File: src/rtl/riscv_pkg.sv
// Shared decode definitions for the RISC-V decode stage: base opcodes, ALU operation
// classes, immediate formats and the control bundle carried through the ID/EX register.
package riscv_pkg;

  localparam logic [6:0] OPC_LOAD   = 7'b0000011;
  localparam logic [6:0] OPC_STORE  = 7'b0100011;
  localparam logic [6:0] OPC_OP_IMM = 7'b0010011;
  localparam logic [6:0] OPC_OP     = 7'b0110011;
  localparam logic [6:0] OPC_BRANCH = 7'b1100011;
  localparam logic [6:0] OPC_JAL    = 7'b1101111;
  localparam logic [6:0] OPC_JALR   = 7'b1100111;
  localparam logic [6:0] OPC_LUI    = 7'b0110111;
  localparam logic [6:0] OPC_AUIPC  = 7'b0010111;

  localparam logic [1:0] ALU_OP_ADD    = 2'b00;
  localparam logic [1:0] ALU_OP_BRANCH = 2'b01;
  localparam logic [1:0] ALU_OP_FUNCT  = 2'b10;
  localparam logic [1:0] ALU_OP_IMM    = 2'b11;

  typedef enum logic [2:0] {
    IMM_I,
    IMM_S,
    IMM_B,
    IMM_U,
    IMM_J
  } imm_type_e;

  // Control bits that travel with an instruction from ID into EX.
  typedef struct packed {
    logic [3:0] alu_ctrl;
    logic [1:0] alu_op;
    logic       alu_src;
    logic       mem_to_reg;
    logic       reg_write;
    logic       mem_read;
    logic       mem_write;
    logic       branch;
    logic       jump;
    logic       illegal;
  } id_ex_t;

endpackage

File: src/rtl/riscv_imm_gen.sv
// Immediate generator: assembles the I/S/B/U/J immediate of a 32-bit instruction and
// sign-extends it from instr[31] to the datapath width.
module riscv_imm_gen
  import riscv_pkg::*;
#(
  parameter int XLEN = 32
) (
  input  logic [31:0]     instr,
  input  imm_type_e       imm_type,
  output logic [XLEN-1:0] imm
);

  logic [31:0] imm32;

  always_comb begin
    // NOTE: a combinational block assigns a default first so every path drives the
    // signal and no latch is inferred.
    imm32 = '0;
    case (imm_type)
      IMM_I:   imm32 = {{20{instr[31]}}, instr[31:20]};
      IMM_S:   imm32 = {{20{instr[31]}}, instr[31:25], instr[11:7]};
      IMM_B:   imm32 = {{19{instr[31]}}, instr[31], instr[7], instr[30:25], instr[11:8], 1'b0};
      IMM_U:   imm32 = {instr[31:12], 12'b0};
      IMM_J:   imm32 = {{11{instr[31]}}, instr[31], instr[19:12], instr[20], instr[30:21], 1'b0};
      default: imm32 = '0;
    endcase
  end

  // Every format already carries instr[31] in bit 31, so widening is a plain sign extension.
  assign imm = XLEN'($signed(imm32));

endmodule

File: src/rtl/riscv_id_stage.sv
// Decode stage: decodes base opcodes, reads the regfile with WB bypass, stalls on load-use
// hazards and registers the result into a valid/ready ID/EX pipeline register.
module riscv_id_stage
  import riscv_pkg::*;
#(
  parameter int XLEN          = 32,
  parameter int REGFILE_COUNT = 32,
  parameter bit WB_BYPASS     = 1'b1,
  localparam int RW           = $clog2(REGFILE_COUNT)
) (
  input  logic            clk_i,
  input  logic            rst_ni,
  input  logic            valid_i,
  output logic            ready_o,
  input  logic [XLEN-1:0] PC_ID_i,
  input  logic [31:0]     instr_ID_i,
  input  logic            flush_i,
  output logic [RW-1:0]   read_reg0_o,
  output logic [RW-1:0]   read_reg1_o,
  input  logic [XLEN-1:0] read_data0_i,
  input  logic [XLEN-1:0] read_data1_i,
  input  logic            wb_we_i,
  input  logic [RW-1:0]   wb_reg_i,
  input  logic [XLEN-1:0] wb_data_i,
  output logic            valid_o,
  input  logic            ready_i,
  output logic [XLEN-1:0] PC_ID_o,
  output logic [XLEN-1:0] imm_o,
  output logic [XLEN-1:0] read_data0_o,
  output logic [XLEN-1:0] read_data1_o,
  output logic [RW-1:0]   write_reg_o,
  output logic [3:0]      alu_ctrl_o,
  output logic [1:0]      ALU_op_o,
  output logic            ALU_src_o,
  output logic            mem_to_reg_o,
  output logic            reg_write_o,
  output logic            mem_read_o,
  output logic            mem_write_o,
  output logic            branch_o,
  output logic            jump_o,
  output logic            illegal_o
);

  logic [6:0]      opcode;
  logic [2:0]      funct3;
  logic [RW-1:0]   rs1, rs2, rd;
  id_ex_t          ctrl;
  imm_type_e       imm_type;
  logic            uses_rs1, uses_rs2;
  logic [XLEN-1:0] imm;
  logic [XLEN-1:0] rs1_data, rs2_data;
  logic            load_use, advance;

  logic            valid_q;
  id_ex_t          ctrl_q;
  logic [XLEN-1:0] pc_q, imm_q, rd0_q, rd1_q;
  logic [RW-1:0]   rd_q;

  assign opcode = instr_ID_i[6:0];
  assign funct3 = instr_ID_i[14:12];
  assign rs1    = instr_ID_i[15 +: RW];
  assign rs2    = instr_ID_i[20 +: RW];
  assign rd     = instr_ID_i[7 +: RW];

  assign read_reg0_o = rs1;
  assign read_reg1_o = rs2;

  always_comb begin
    ctrl          = '0;
    ctrl.alu_ctrl = {1'b0, funct3};
    imm_type      = IMM_I;
    uses_rs1      = 1'b1;
    uses_rs2      = 1'b0;
    case (opcode)
      OPC_LOAD: begin
        ctrl.alu_src    = 1'b1;
        ctrl.mem_read   = 1'b1;
        ctrl.mem_to_reg = 1'b1;
        ctrl.reg_write  = 1'b1;
        ctrl.alu_op     = ALU_OP_ADD;
      end
      OPC_STORE: begin
        imm_type       = IMM_S;
        uses_rs2       = 1'b1;
        ctrl.alu_src   = 1'b1;
        ctrl.mem_write = 1'b1;
        ctrl.alu_op    = ALU_OP_ADD;
      end
      OPC_OP_IMM: begin
        ctrl.alu_src   = 1'b1;
        ctrl.reg_write = 1'b1;
        ctrl.alu_op    = ALU_OP_FUNCT;
        // Only the shift-right immediates use instr[30] to pick arithmetic vs logical.
        if (funct3 == 3'b101) ctrl.alu_ctrl[3] = instr_ID_i[30];
      end
      OPC_OP: begin
        uses_rs2         = 1'b1;
        ctrl.reg_write   = 1'b1;
        ctrl.alu_op      = ALU_OP_FUNCT;
        ctrl.alu_ctrl[3] = instr_ID_i[30];
      end
      OPC_BRANCH: begin
        imm_type    = IMM_B;
        uses_rs2    = 1'b1;
        ctrl.branch = 1'b1;
        ctrl.alu_op = ALU_OP_BRANCH;
      end
      OPC_JAL: begin
        imm_type       = IMM_J;
        uses_rs1       = 1'b0;
        ctrl.jump      = 1'b1;
        ctrl.reg_write = 1'b1;
        ctrl.alu_op    = ALU_OP_ADD;
      end
      OPC_JALR: begin
        ctrl.alu_src   = 1'b1;
        ctrl.jump      = 1'b1;
        ctrl.reg_write = 1'b1;
        ctrl.alu_op    = ALU_OP_ADD;
      end
      OPC_LUI: begin
        imm_type       = IMM_U;
        uses_rs1       = 1'b0;
        ctrl.alu_src   = 1'b1;
        ctrl.reg_write = 1'b1;
        ctrl.alu_op    = ALU_OP_IMM;
      end
      OPC_AUIPC: begin
        imm_type       = IMM_U;
        uses_rs1       = 1'b0;
        ctrl.alu_src   = 1'b1;
        ctrl.reg_write = 1'b1;
        ctrl.alu_op    = ALU_OP_ADD;
      end
      default: begin
        ctrl         = '0;
        ctrl.illegal = 1'b1;
      end
    endcase
  end

  riscv_imm_gen #(.XLEN(XLEN)) u_imm_gen (
    .instr    (instr_ID_i),
    .imm_type (imm_type),
    .imm      (imm)
  );

  // x0 always reads zero; a same-cycle WB write to the source register wins over the regfile.
  function automatic logic [XLEN-1:0] bypass(input logic [RW-1:0]   rs,
                                             input logic [XLEN-1:0] rf_data);
    if (rs == '0)                                          return '0;
    if (WB_BYPASS && wb_we_i && wb_reg_i != '0 && wb_reg_i == rs) return wb_data_i;
    return rf_data;
  endfunction

  assign rs1_data = bypass(rs1, read_data0_i);
  assign rs2_data = bypass(rs2, read_data1_i);

  // The loaded value is not available until after EX/MEM, so a dependent instruction waits one cycle.
  assign load_use = valid_i && valid_q && ctrl_q.mem_read && (rd_q != '0) &&
                    ((uses_rs1 && rs1 == rd_q) || (uses_rs2 && rs2 == rd_q));
  assign advance  = !valid_q || ready_i;
  assign ready_o  = flush_i || (advance && !load_use);

  always_ff @(posedge clk_i or negedge rst_ni) begin
    // NOTE: sequential state uses non-blocking assignments so every register samples
    // pre-edge values regardless of statement order.
    if (!rst_ni) begin
      valid_q <= 1'b0;
      ctrl_q  <= '0;
      pc_q    <= '0;
      imm_q   <= '0;
      rd0_q   <= '0;
      rd1_q   <= '0;
      rd_q    <= '0;
    end else if (flush_i) begin
      valid_q <= 1'b0;
      ctrl_q  <= '0;
    end else if (advance) begin
      if (valid_i && !load_use) begin
        valid_q <= 1'b1;
        ctrl_q  <= ctrl;
        pc_q    <= PC_ID_i;
        imm_q   <= imm;
        rd0_q   <= rs1_data;
        rd1_q   <= rs2_data;
        rd_q    <= rd;
      end else begin
        valid_q <= 1'b0;
        ctrl_q  <= '0;
      end
    end
  end

  assign valid_o      = valid_q;
  assign PC_ID_o      = pc_q;
  assign imm_o        = imm_q;
  assign read_data0_o = rd0_q;
  assign read_data1_o = rd1_q;
  assign write_reg_o  = rd_q;
  assign alu_ctrl_o   = ctrl_q.alu_ctrl;
  assign ALU_op_o     = ctrl_q.alu_op;
  assign ALU_src_o    = ctrl_q.alu_src;
  assign mem_to_reg_o = ctrl_q.mem_to_reg;
  assign reg_write_o  = ctrl_q.reg_write;
  assign mem_read_o   = ctrl_q.mem_read;
  assign mem_write_o  = ctrl_q.mem_write;
  assign branch_o     = ctrl_q.branch;
  assign jump_o       = ctrl_q.jump;
  assign illegal_o    = ctrl_q.illegal;

endmodule
File: config.mk
export PLATFORM = sky130hd
export DESIGN_NAME = riscv_id_stage
export DESIGN_NICKNAME = d
export VERILOG_FILES = /design/src/rtl/riscv_pkg.sv /design/src/rtl/riscv_imm_gen.sv /design/src/rtl/riscv_id_stage.sv
export SDC_FILE = /design/constraint.sdc
export NUM_CORES = 1
export LEC_CHECK = 0
export BUFFER_PORTS_ARGS = -buffer_cell sky130_fd_sc_hd__buf_2
export CAP_MARGIN = 10
export CELL_PAD_IN_SITES_DETAIL_PLACEMENT = 1
export CELL_PAD_IN_SITES_GLOBAL_PLACEMENT = 2
export CORE_AREA = 10 10 178 180
export DETAILED_ROUTE_END_ITERATION = 6
export DIE_AREA = 0 0 188 190
export PLACE_DENSITY = 0.84
export REMOVE_ABC_BUFFERS = 1
export SYNTH_ARGS = -nofsm -noshare
export SYNTH_HDL_FRONTEND = slang
export SYNTH_HIERARCHICAL = 1
export SYNTH_SLANG_ARGS = --single-unit
export TNS_END_PERCENT = 100
File: constraint.sdc
create_clock -name clk_i -period 2.8 [get_ports clk_i]
set_input_delay 0.28 -clock clk_i [delete_from_list [all_inputs] [get_ports clk_i]]
set_output_delay 0.28 -clock clk_i [all_outputs]
set_load 0.01 [all_outputs]
* Word level (Yosys, flattened, before mapping)
Cells that the tools add are included.
** Word-level totals
- Register bits after elaboration :: 148
- Logic and storage cells :: 101
** Cells by class
- Equality and inequality tests :: 18
- Muxes and demuxes :: 35
- Bitwise gates (word level) :: 1
- Reductions and logical operators :: 31
** Operators by type and width (count)
- $mux 32 :: 8
- $pmux 32 s5 :: 1
- $mux 14 :: 3
- $eq 7x6->1 const B :: 3
- $eq 7x7->1 const B :: 3
- $eq 5x5->1 :: 4
- $mux 1 :: 19
- $eq 7x5->1 const B :: 2
- $pmux 3 s4 :: 1
- $logic_and 1x1->1 :: 11
- $logic_not 5->1 :: 2
- $reduce_bool 5->1 :: 2
- $reduce_or 9->1 :: 1
- $eq 7x2->1 const B :: 1
- $reduce_or 7->1 :: 1
- $eq 3x2->1 const B :: 2
- $eq 3x3->1 const B :: 2
- $pmux 2 s3 :: 1
- $reduce_or 2->1 :: 3
- $reduce_or 3->1 :: 2
- $reduce_or 6->1 :: 1
- $eq 3x1->1 const B :: 1
- $logic_not 3->1 :: 1
- $logic_or 1x1->1 :: 3
- other kinds (6) :: 7

* Depth between registers and ports, before layout
- Word-level depth :: 11
- Gate-level depth with buffers :: 10

* By module
Netlist, hierarchy kept.
** By module, submodules not included
- riscv_id_stage :: times used 1, cells each 651, area each 7820.0 um^2
- riscv_imm_gen :: times used 1, cells each 94, area each 540.5 um^2

* Worst setup path after synthesis
No wires, ideal clock.
- Path kind :: in2reg
- Start point :: input instr_ID_i[5]
- End point :: register imm_q[20], in the netlist imm_o[20]
- Arrival :: 2.123 ns
- Data required time :: 2.675 ns
- Slack :: 0.552 ns
- Cell stages on the path :: 10
- Cell sequence :: clkbuf_1 -> inv_1 -> or4_1 -> nand2_1 -> buf_6 -> maj3_2 -> nand2b_4 -> buf_6 -> nand2_1 -> mux2_4
** RTL lines
- start, declared :: line riscv_id_stage.sv:16 : input logic [31:0] instr_ID_i,
- $eq 7x5->1 or $eq 7x6->1 (tied branches) :: line riscv_id_stage.sv:74 : case (opcode)
- $reduce_or 2->1 (no source line)
- $pmux 3 s4 (*) :: line riscv_id_stage.sv:74
- named net imm_type[1] :: line riscv_id_stage.sv:48 : imm_type_e imm_type;
- $eq 3x3->1 (tied with other cells) :: line riscv_imm_gen.sv:19 : case (imm_type)
- $pmux 32 s5 (*) :: line riscv_imm_gen.sv:19
- named net imm[20] :: line riscv_id_stage.sv:50 : logic [XLEN-1:0] imm;
- end signal, assigned :: line riscv_id_stage.sv:184 : imm_q <= imm;
- end, declared :: line riscv_id_stage.sv:56 : logic [XLEN-1:0] pc_q, imm_q, rd0_q, rd1_q;
The timed path passes the listed nets; every way through them passes the cells marked *.
A chain may end at the register's enable or synchronous reset.

* Final worst setup path
- Start point :: register rd_q[1], in the netlist write_reg_o[1]
- End point :: register rd0_q[21], in the netlist read_data0_o[21]
** On the way
- Longest elaborated chain between the ends :: 7
** Ends and longest elaborated chain
- start, declared :: line riscv_id_stage.sv:57 : logic [RW-1:0] rd_q;
- start signal, assigned :: line riscv_id_stage.sv:187 : rd_q <= rd;
- $eq 5x5->1 :: line riscv_id_stage.sv:161 : ((uses_rs1 && rs1 == rd_q) || (uses_rs2 && rs2 == rd_q));
- $logic_and 1x1->1 :: line riscv_id_stage.sv:161
- $logic_or 1x1->1 :: line riscv_id_stage.sv:161
- $logic_and 1x1->1 (*) :: line riscv_id_stage.sv:160 : assign load_use = valid_i && valid_q && ctrl_q.mem_read && (rd_q != '0) &&
- $logic_not 1->1 (*) :: line riscv_id_stage.sv:180 : if (valid_i && !load_use) begin
- $logic_and 1x1->1 (*) :: line riscv_id_stage.sv:180
- $reduce_and 3->1 (no source line) (*)
- end signal, assigned :: line riscv_id_stage.sv:185 : rd0_q <= rs1_data;
- end, declared :: line riscv_id_stage.sv:56
Every way passes the cells marked *; elsewhere a longest branch is shown, timed or not.

==> reports/summary.txt <==
Syn avg cell area = 11.2 µm²
Num Clock Sinks = 147
Final setup vio count = 0
Data arrival, critical path = 2860 ps
Storage element area = 0.00368 mm²
Overall track demand over capacity in global routing = 17.7%
Internal power component = 4.90 mW
Yosys warnings = 6
Detail-routed net length per standard cell = 22.3 µm
Starting Density = 29.6%
Detailed-route via count = 7172
Fraction of layout cells with a size suffix above 1 = 50.5%
Reported leakage power = 5.36 nW
Top Ports = 330
Endpoint class of the critical path = register
Maximum number of pins on one net before global-route repair = 62
Clock root buffer master = sky130_fd_sc_hd__clkbuf_16
Share of synthesized area occupied by flip-flops and latches = 44.0%
First DRT Iteration DRCs = 405
Synth Register Bits = 147
Std-Cell Rows = 62
Setup repair after global routing missed its margin = no
Count of mapped cells out of synthesis = 745
Net total in the final layout = 1220
Worst hold slack across all endpoints = 72.2 ps
Switching Power = 2.23 mW
Switching part of the total = 31.3%
Number of buffers inserted by hold repair at cts = 1
Last weighted congestion value of the routability-driven placer = 0.857
Synthesis-to-finish area growth = 31.3%
Remaining max-slew budget at the tightest pin = 52.8%
Total count of hold-check failures in the final report = 0
Detailed-route DRC error count = 0
Time the final worst path needs with I/O delays and setup = 2540 ps
Maximum clock skew at final layout = 11.5 ps
Max Slew Vio Count = 0
Max VDD drop = 0.308 mV
CTS H-tree lvls = 4
DIE AREA = 0.0357 mm²
Worst Setup Start Kind = register
Data required, critical path = 3110 ps
Resized Gates After CTS = 0
Routed Wire Length = 32400 µm
Highest net fanout along the worst path = 21
Pwr/cell area = 649 mW/mm²
Detailed-route vias per instance = 4.94
Post-CTS Setup Inserts = 0
X dimension of the die = 188 µm
Clock network fraction of design power = 35.9%
Height of the chip = 190 µm
Hpwl dp = 23400 µm
Global-route wire length before repair = 49400 µm
Run status = completed
Total standard cell area after synthesis = 0.00836 mm²
Antenna violation net count after detailed routing = 0
Class of the tightest hold or removal check = in2reg
Multi-input combinational cell area = 0.00412 mm²
Number of max-cap violations = 0
Final Core Density = 38.9%
Clock-pin slew on the worst setup and hold paths = 70 ps
First-pass DRT Iterations = 4
Count of cell types in the netlist = 43
Core region area = 0.0282 mm²
Final global-route overflow total = 0
Part of the total power dissipated in combinational logic = 26.0%
Number of buffers on the longest clock path = 2
Actual transition at the worst max-transition pin = 707 ps
Fill cell instance count of the final layout = 3306
CTS tree = built
Seq pwr share = 38.1%
Antenna violations before repair = 8
FMAX = 0.393 GHz
Clk Latency, worst-skew pair = 430 ps
IO Port Bufs = 329
Vias in the first global route = 7979
Fraction of the cycle the final worst path needs = 90.8%
Critical setup path kind = reg2reg
Total CTS buffers = 17
==> final timing paths <==
| path | startpoint | endpoint | slack [ps] | cells after the start |
|---|---|---|---|---|
| setup / recovery | write_reg_o[1]$_DFFE_PN0P_ | read_data0_o[21]$_DFFE_PN0P_ | 260 | 7 |
| hold / removal | PC_ID_i[18] | PC_ID_o[18]$_DFFE_PN0P_ | 70 | 2 |
| setup reg to reg | write_reg_o[1]$_DFFE_PN0P_ | read_data0_o[21]$_DFFE_PN0P_ | 260 | 7 |
| hold reg to reg | alu_ctrl_o[0]$_DFFE_PN0P_ | alu_ctrl_o[0]$_DFFE_PN0P_ | 490 | 2 |
| max in group asynchronous | rst_ni | read_data0_o[28]$_DFFE_PN0P_ | 1560 | 3 |
| min in group asynchronous | rst_ni | read_data1_o[15]$_DFFE_PN0P_ | 380 | 2 |
==> final cells by class <==
class                           count  area share [%]
Antenna cell                        6           0.137
Clock buffer                       17            3.87
Clock inverter                     15            1.93
Inverter                            6           0.205
Multi-Input combinational cell    517            37.5
Sequential cell                   147            33.5
Tap cell                          384            4.38
Timing Repair Buffer              360            18.4
==> layer usage <==
| metal | wire (µm) | vias to the layer above | global-route usage (%) |
|---|---|---|---|
| met1 | 14100 | 3544 | 21.5 |
| met2 | 15000 | 314 | 28.8 |
| met5 | 41 | - | 0 |
| met4 | 487 | 6 | 5.42 |
| met3 | 2700 | 39 | 6.61 |
| li1 | - | 3269 | - |
==> worst max-delay path: stages (launching register included) <==
cell	delay, ps
sky130_fd_sc_hd__dfrtp_1	450
sky130_fd_sc_hd__or4_1	540
sky130_fd_sc_hd__o2111ai_1	240
sky130_fd_sc_hd__or4_1	230
sky130_fd_sc_hd__nand3_4	210
sky130_fd_sc_hd__buf_12	250
sky130_fd_sc_hd__buf_12	180
sky130_fd_sc_hd__mux2_4	300
==> synthesized netlist by cell type (all sizes together) <==
master	count	share of area, %
a21boi	1	0.090
a21o	1	0.090
a21oi	82	4.9
and2	2	0.15
and2b	2	0.18
and3b	3	0.31
and4	2	0.21
and4bb	1	0.15
buf	38	5.1
clkbuf	37	1.7
dfrtp	147	44
inv	6	0.27
maj3	1	0.13
mux2	137	24
mux2i	1	0.12
nand2	48	2.2
nand2b	8	0.69
nand3	70	4.3
nand3b	2	0.18
nand4	4	0.30
nand4b	1	0.18
nor2	9	0.40
nor2b	11	0.82
nor3	1	0.060
nor3b	1	0.090
o2111ai	2	0.21
o211a	2	0.24
o211ai	2	0.18
o21ai	78	4.7
o22ai	14	1.0
o31ai	3	0.27
o32ai	1	0.10
or3	1	0.075
or4	6	0.54
xnor2	20	2.1
==> logic make-up after synthesis <==
group | share of synthesized area [%]
AO/OA/AOI/OAI | 11.8
AND/OR/NAND/NOR | 10.7
flip-flops | 44.0
multiplexers | 24.2
buffers and inverters | 6.99
XOR/XNOR | 2.10
adder cells (fa/ha/maj) | 0.135
==> cells in the final DEF (no fill, tap or decap), types with 2 or more instances in the layout <==
master,synthesis,layout
sky130_fd_sc_hd__nor2_4,0,2
sky130_fd_sc_hd__inv_1,6,6
sky130_fd_sc_hd__inv_6,0,5
sky130_fd_sc_hd__o22ai_1,14,14
sky130_fd_sc_hd__and3b_1,3,3
sky130_fd_sc_hd__nand3_1,69,69
sky130_fd_sc_hd__nand3b_1,2,2
sky130_fd_sc_hd__o31ai_1,3,3
sky130_fd_sc_hd__buf_12,11,11
sky130_fd_sc_hd__xnor2_1,20,20
sky130_fd_sc_hd__buf_2,6,328
sky130_fd_sc_hd__nor2_1,9,7
sky130_fd_sc_hd__buf_4,11,19
sky130_fd_sc_hd__mux2_2,11,11
sky130_fd_sc_hd__o2111ai_1,2,2
sky130_fd_sc_hd__nand4_1,4,4
sky130_fd_sc_hd__mux2_4,126,126
sky130_fd_sc_hd__inv_8,0,4
sky130_fd_sc_hd__o211a_1,2,2
sky130_fd_sc_hd__or4_1,6,6
sky130_fd_sc_hd__clkbuf_16,0,17
sky130_fd_sc_hd__and2b_1,2,2
sky130_fd_sc_hd__dfrtp_1,147,147
sky130_fd_sc_hd__diode_2,0,6
sky130_fd_sc_hd__nand2b_1,7,7
sky130_fd_sc_hd__o211ai_1,2,2
sky130_fd_sc_hd__bufinv_16,0,3
sky130_fd_sc_hd__nand2_1,48,48
sky130_fd_sc_hd__a21oi_1,82,82
sky130_fd_sc_hd__o21ai_0,78,78
sky130_fd_sc_hd__nor2b_1,11,11
==> state kept, by name, summed over array words and instances (netlist names) <==
signal        count
ALU_op_o          2
ALU_src_o         1
PC_ID_o          32
alu_ctrl_o        4
branch_o          1
illegal_o         1
imm_o            32
jump_o            1
mem_to_reg_o      1
mem_write_o       1
read_data0_o     32
read_data1_o     32
reg_write_o       1
valid_o           1
write_reg_o       5
==> power by group through the flow <==
stage	logic (mW)	registers, mW	clock network, mW
floorplan	0.864	2.89	0
global placement	1.84	2.74	0
detailed placement	1.89	2.75	0
CTS	1.89	2.72	2.62
global route	2.00	2.77	2.73
finish	1.85	2.72	2.56
==> stage by stage <==
| step | total power [mW] | setup slack (ps) | cell area, µm² | TNS, ps | instances |
|---|---|---|---|---|---|
| 6_report | 7.13 | 257 | 11000 | 0 | 1452 |
| 5_1_grt | 7.50 | 178 | 11000 | 0 | 1448 |
| 4_1_cts | 7.23 | 256 | 11000 | 0 | 1446 |
| 3_5_place_dp | 4.63 | 296 | 10300 | 0 | 1413 |
| 3_3_place_gp | 4.58 | 337 | 10300 | 0 | 1413 |
| 2_1_floorplan | 3.75 | -2700 | 7800 | -387050 | 670 |
Note: power is estimated with default switching activity, not from simulation.
